==> config.mk <==
export PLATFORM = sky130hd
export DESIGN_NAME = regfile_dump_ctrl
export DESIGN_NICKNAME = d
export VERILOG_FILES = /design/src/rtl/regfile_dump_ctrl_pkg.sv /design/src/rtl/regfile_dump_ctrl_word_byte_serializer.sv /design/src/rtl/regfile_dump_ctrl.sv
export SDC_FILE = /design/constraint.sdc
export NUM_CORES = 1
export LEC_CHECK = 0
export CORE_ASPECT_RATIO = 2
export CORE_MARGIN = 4
export CORE_UTILIZATION = 35
export DETAILED_ROUTE_END_ITERATION = 8
export PLACE_DENSITY = 0.69
export SETUP_SLACK_MARGIN = 0.15
export SYNTH_ARGS = -nofsm -noshare
export SYNTH_HDL_FRONTEND = slang
export SYNTH_SLANG_ARGS = --single-unit
==> constraint.sdc <==
create_clock -name clk -period 2.1 [get_ports clk]
set_input_delay 0.42 -clock clk [delete_from_list [all_inputs] [get_ports clk]]
set_output_delay 0.42 -clock clk [all_outputs]
set_load 0.03 [all_outputs]
==> src/rtl/regfile_dump_ctrl_pkg.sv <==
// Shared definitions for the register-file dump sequencer: FSM state
// encodings, byte-count derivation and the on-wire byte order.
package regfile_dump_ctrl_pkg;

  // 3-bit state encodings; S_CKSUM is only reachable with REGDUMP_CHECKSUM_EN
  typedef enum logic [2:0] {
    S_IDLE  = 3'd0,
    S_STALL = 3'd1,
    S_LATCH = 3'd2,
    S_SEND  = 3'd3,
    S_DONE  = 3'd4,
    S_CKSUM = 3'd5
  } state_t;

  // Registers go out most-significant byte first
  localparam bit MSB_FIRST = 1'b1;

  // Bytes per register word
  function automatic int nbytes_of(input int b);
    return b / 8;
  endfunction

endpackage

==> src/rtl/regfile_dump_ctrl_word_byte_serializer.sv <==
// Word-to-byte serializer with a valid/ready output stage.
// A load pulse captures a word and starts streaming; 'single' limits the
// word to its first byte (used for the checksum byte). last_accept is
// high in the cycle the final byte is handed off.
module word_byte_serializer
  import regfile_dump_ctrl_pkg::*;
#(
  parameter int B = 32
) (
  input  logic         clk,
  input  logic         reset,
  input  logic         load,
  input  logic         single,
  input  logic [B-1:0] load_data,
  input  logic         tx_ready,
  output logic [7:0]   tx_data,
  output logic         tx_valid,
  output logic         last_accept
);
  localparam int NBYTES = nbytes_of(B);
  localparam int CW     = (NBYTES > 1) ? $clog2(NBYTES) : 1;

  logic [B-1:0]  shift_reg;
  logic [CW-1:0] byte_cnt;
  logic [CW-1:0] last_cnt;
  logic          accept;

  assign accept      = tx_valid & tx_ready;
  assign last_accept = accept && (byte_cnt == last_cnt);
  assign tx_data     = MSB_FIRST ? shift_reg[B-1 -: 8] : shift_reg[7:0];

  // Load has priority so a new word can follow the final accept back-to-back
  always_ff @(posedge clk or posedge reset) begin
    if (reset) begin
      shift_reg <= '0;
      byte_cnt  <= '0;
      last_cnt  <= '0;
      tx_valid  <= 1'b0;
    end else if (load) begin
      shift_reg <= load_data;
      byte_cnt  <= '0;
      last_cnt  <= single ? '0 : CW'(NBYTES - 1);
      tx_valid  <= 1'b1;
    end else if (accept) begin
      shift_reg <= MSB_FIRST ? (shift_reg << 8) : (shift_reg >> 8);
      byte_cnt  <= byte_cnt + CW'(1);
      if (byte_cnt == last_cnt) tx_valid <= 1'b0;
    end
  end

endmodule

==> src/rtl/regfile_dump_ctrl.sv <==
// Debug sequencer that borrows register-file read port 1 to stream every
// register out over a byte valid/ready link. Outside a dump, read port 1
// passes straight through from decode.
// Optional: define REGDUMP_CHECKSUM_EN to append an XOR checksum byte.
module regfile_dump_ctrl
  import regfile_dump_ctrl_pkg::*;
#(
  parameter int B = 32,
  parameter int W = 5
) (
  input  logic         clk,
  input  logic         reset,
  input  logic         dump_start,
  input  logic         pipe_idle,
  output logic         stall_req,
  input  logic [W-1:0] id_r_addr1,
  output logic [W-1:0] rf_r_addr1,
  input  logic [B-1:0] rf_r_data1,
  output logic [7:0]   tx_data,
  output logic         tx_valid,
  input  logic         tx_ready,
  output logic         busy,
  output logic         dump_done
);
  // Terminal index NREGS-1 is all ones
  localparam logic [W-1:0] LAST_IDX = '1;

  state_t       state;
  logic [W-1:0] dump_idx;
  logic         ser_load;
  logic         ser_single;
  logic [B-1:0] ser_data;
  logic         last_accept;

  assign rf_r_addr1 = (state != S_IDLE) ? dump_idx : id_r_addr1;

`ifdef REGDUMP_CHECKSUM_EN
  logic [7:0] cksum;
  logic       last_word_done;
  logic [7:0] cksum_final;

  assign last_word_done = last_accept && (state == S_SEND) && (dump_idx == LAST_IDX);
  // Fold in the byte being accepted this cycle so the checksum loads with no gap
  assign cksum_final    = cksum ^ tx_data;
  assign ser_load       = (state == S_LATCH) || last_word_done;
  assign ser_single     = (state != S_LATCH);
  assign ser_data       = (state == S_LATCH) ? rf_r_data1 :
                          (MSB_FIRST ? {cksum_final, {(B-8){1'b0}}} : B'(cksum_final));

  // Running XOR of every accepted register byte, cleared between dumps
  always_ff @(posedge clk or posedge reset) begin
    if (reset)                                   cksum <= '0;
    else if (state == S_IDLE)                    cksum <= '0;
    else if (state == S_SEND && tx_valid && tx_ready) cksum <= cksum ^ tx_data;
  end
`else
  assign ser_load   = (state == S_LATCH);
  assign ser_single = 1'b0;
  assign ser_data   = rf_r_data1;
`endif

  word_byte_serializer #(.B(B)) u_ser (
    .clk         (clk),
    .reset       (reset),
    .load        (ser_load),
    .single      (ser_single),
    .load_data   (ser_data),
    .tx_ready    (tx_ready),
    .tx_data     (tx_data),
    .tx_valid    (tx_valid),
    .last_accept (last_accept)
  );

  // Dump sequencer with registered stall/busy/done outputs
  always_ff @(posedge clk or posedge reset) begin
    if (reset) begin
      state     <= S_IDLE;
      dump_idx  <= '0;
      stall_req <= 1'b0;
      busy      <= 1'b0;
      dump_done <= 1'b0;
    end else begin
      dump_done <= 1'b0;
      case (state)
        S_IDLE: if (dump_start) begin
          state     <= S_STALL;
          dump_idx  <= '0;
          stall_req <= 1'b1;
          busy      <= 1'b1;
        end
        S_STALL: if (pipe_idle) state <= S_LATCH;
        S_LATCH: state <= S_SEND;
        S_SEND: if (last_accept) begin
          if (dump_idx == LAST_IDX) begin
`ifdef REGDUMP_CHECKSUM_EN
            state     <= S_CKSUM;
`else
            state     <= S_DONE;
            dump_done <= 1'b1;
`endif
          end else begin
            dump_idx <= dump_idx + W'(1);
            state    <= S_LATCH;
          end
        end
`ifdef REGDUMP_CHECKSUM_EN
        S_CKSUM: if (last_accept) begin
          state     <= S_DONE;
          dump_done <= 1'b1;
        end
`endif
        S_DONE: begin
          state     <= S_IDLE;
          stall_req <= 1'b0;
          busy      <= 1'b0;
        end
        default: begin
          state     <= S_IDLE;
          stall_req <= 1'b0;
          busy      <= 1'b0;
        end
      endcase
    end
  end

endmodule
==> impl_metrics.json <==
{
  "status": "complete, no violations",
  "synth-xor-area-share": 0.00789,
  "gp_congestion": 0.785,
  "cp_num_buf_inv": 2,
  "vias": 1713,
  "htree_levels": 2,
  "ios": 59,
  "final-hold-violation-count": 0,
  "grt_overflow_total": 0,
  "ctsHoldBuffers": 0,
  "peakVddDrop_mv": 0.947,
  "rows": 40,
  "yosys_warnings": 0,
  "seq_area_mm2": 0.00115,
  "final_nets": 320,
  "netlist_instances": 218,
  "clk_pin_slew_ns": 0.06,
  "final_cells": 361,
  "slew_headroom": 0.648,
  "routed_wl_um": 4760,
  "tightest_slew_ns": 0.527,
  "cts_tree": "done",
  "p_leak_nw": 1.42,
  "rsz0062_at_grt": "true",
  "clock-root-buffer": "clkbuf_16",
  "largest_reg_flops": 32,
  "vias_per_cell": 4.75,
  "cellPowerDensity_mw_per_mm2": 1180,
  "synthSimpleGateAreaFrac": 0.141,
  "drc": 0,
  "crit_required_ns": 1.68,
  "fillCellCount": 566,
  "end_kind": "output port",
  "tns_ns": 0,
  "pre_cts_ws_ns": -0.00217,
  "critPathArrivalTime_ns": 1.50,
  "ant_nets": 0,
  "synthToLayoutAreaGrowth_pct": 40.0,
  "cp_max_fo": 5,
  "yosysTopAreaCellShare": 0.518,
  "insertion_delay_ns": 0.29,
  "path_class": "reg -> out",
  "cp_top_family": "flip-flops",
  "grt_pass1_wl_um": 7990,
  "reg2regPathDepth": 7,
  "hpwl_um": 3430,
  "fin_hold_ws_ns": 0.468,
  "synth_nets": 262,
  "first_global_vias": 1780,
  "multi_input_area_um2": 955,
  "crit_slowest_cell": "dfrtp_1",
  "die_x_um": 64.3,
  "crit_cells": 4,
  "synth_fa_ha_area_frac": 0.0113,
  "clockBufferDepth": 2,
  "gr-usage-all-layers": 0.130,
  "synth_compound_gate_area_share": 0.118,
  "antenna_found_initial": 0,
  "drtPass1Iterations": 4,
  "syn_avg_cell_area_um2": 10.2,
  "skew_ns": 0.00435,
  "crit_chain": "nor3_2 -> buf_4 -> mux2_2 -> buf_6",
  "place.port_buffers": 58,
  "core_mm2": 0.00611,
  "setup_slack_ns": 0.184,
  "min_period_ns": 1.92,
  "ys_seq_area_frac": 0.518,
  "hold_class": "in -> async",
  "drive_gt1_frac": 0.152,
  "power.total_mw": 3.67,
  "slowest_delay_ns": 0.39,
  "fin_crit_sh": 0.912,
  "dieArea_mm2": 0.00776,
  "wl_per_cell_um": 13.2,
  "maxCapViolCount": 0,
  "yosysUniqueCellTypes": 34,
  "synth_top_family_by_area": "simple AND/OR/NAND/NOR gates",
  "initialDrtViolationCount": 77,
  "clock_sinks": 46,
  "critical_path.startpoint_type": "register",
  "n_antenna_cell": 0,
  "yosys.area.top_type": "dfrtp_1",
  "numCtsBuffers": 5,
  "ys_ff_latch": 46,
  "initial_core_util": 0.364,
  "final_max_slew_viol_count": 0,
  "setup_viol": 0,
  "die_y_um": 121,
  "grt_max_degree": 69,
  "muxShareOfSynthArea": 0.140,
  "syn_area_mm2": 0.00222,
  "max_freq_mhz": 522,
  "yosys-top-cells-area": "dfrtp_1 52%, mux2i_1 11%, nand2_1 7.6%",
  "placedCellCount": 349
}
-- layer usage --
metal	GRT usage	vias up	wire length, um
li1	-	862	-
met1	0.142	792	1930
met2	0.227	48	2460
met3	0.0335	11	233
met4	0.0649	0	130
met5	0	-	0
-- cells by family (layout without fill, tap and decap cells) --
family          count (synthesis)  after routing
compound gates                 46             46
simple gates                   68             68
flops                          46             46
xor+xnor                        2              2
fa+ha+maj                       2              2
mux                            30             30
buf+inv                        24             83
-- synth_stat cells --
library cell,n
dfrtp_1,46
nand2_1,45
o21ai_0,32
mux2i_1,24
buf_4,9
buf_2,6
clkbuf_1,5
mux2_2,5
a21o_1,4
and3_1,4
nand3_1,4
inv_1,3
nor2_1,3
a21oi_1,2
a22o_1,2
ha_1,2
nand3b_1,2
nand4_1,2
nor3_1,2
xor2_1,2
a31oi_1,1
and3b_1,1
buf_6,1
mux2_4,1
nor3b_1,1
nor3b_2,1
o211ai_1,1
o21ai_1,1
o21ba_2,1
o21bai_1,1
o311ai_0,1
or2_2,1
or3b_1,1
or4_1,1
-- power by group --
group | switching, mW | internal, mW
registers | 0.180 | 1.21
logic | 0.739 | 0.649
clock network | 0.332 | 0.561
-- through the flow --
stage,utilization,area [um2]
3_3_place_gp,0.472,2880
5_1_grt,0.509,3110
4_1_cts,0.499,3050
3_5_place_dp,0.472,2880
6_report,0.509,3110
2_1_floorplan,-,2220
-- layout make-up --
type | count | share of cell area
Inverter | 3 | 0.00362
Tap cell | 84 | 0.0338
Timing Repair Buffer | 72 | 0.231
Sequential cell | 46 | 0.370
Clock inverter | 3 | 0.0145
Clock buffer | 5 | 0.0402
Multi-Input combinational cell | 148 | 0.307
-- layout by cell type, fill, tap and decap left out, types with 2 or more instances in the layout --
cell             instances
nand4_1                  2
clkbuf_16                5
a22o_1                   2
inv_1                    2
mux2i_1                 24
dfrtp_1                 46
nor2_1                   3
clkdlybuf4s50_1         53
buf_6                    5
buf_4                   12
o21ai_0                 32
ha_2                     2
clkinvlp_4               2
and3_1                   3
a21o_1                   4
mux2_2                   5
buf_12                   2
nand3_1                  4
a21oi_1                  2
nand2_1                 44
nand3b_1                 2
xor2_1                   2
-- path summary, 6_finish.rpt --
kind,startpoint,to,slack (ns)
max in group asynchronous,reset,u_ser.shift_reg[25],1.13
hold / removal,reset,u_ser.last_cnt[0],0.47
setup / recovery,state[1],rf_r_addr1[1],0.18
setup reg to reg,dump_idx[1],dump_idx[0],0.21
min in group clk,u_ser.last_cnt[0],u_ser.last_cnt[0],0.51
hold reg to reg,u_ser.last_cnt[0],u_ser.last_cnt[0],0.51
-- repair_timing --
item	in CTS	in global routing
pin swaps	1	3
endpoints found under the setup margin	3	8
gates resized for setup	12	10
buffers inserted	0	4
Note: power is estimated with default switching activity, not from simulation.
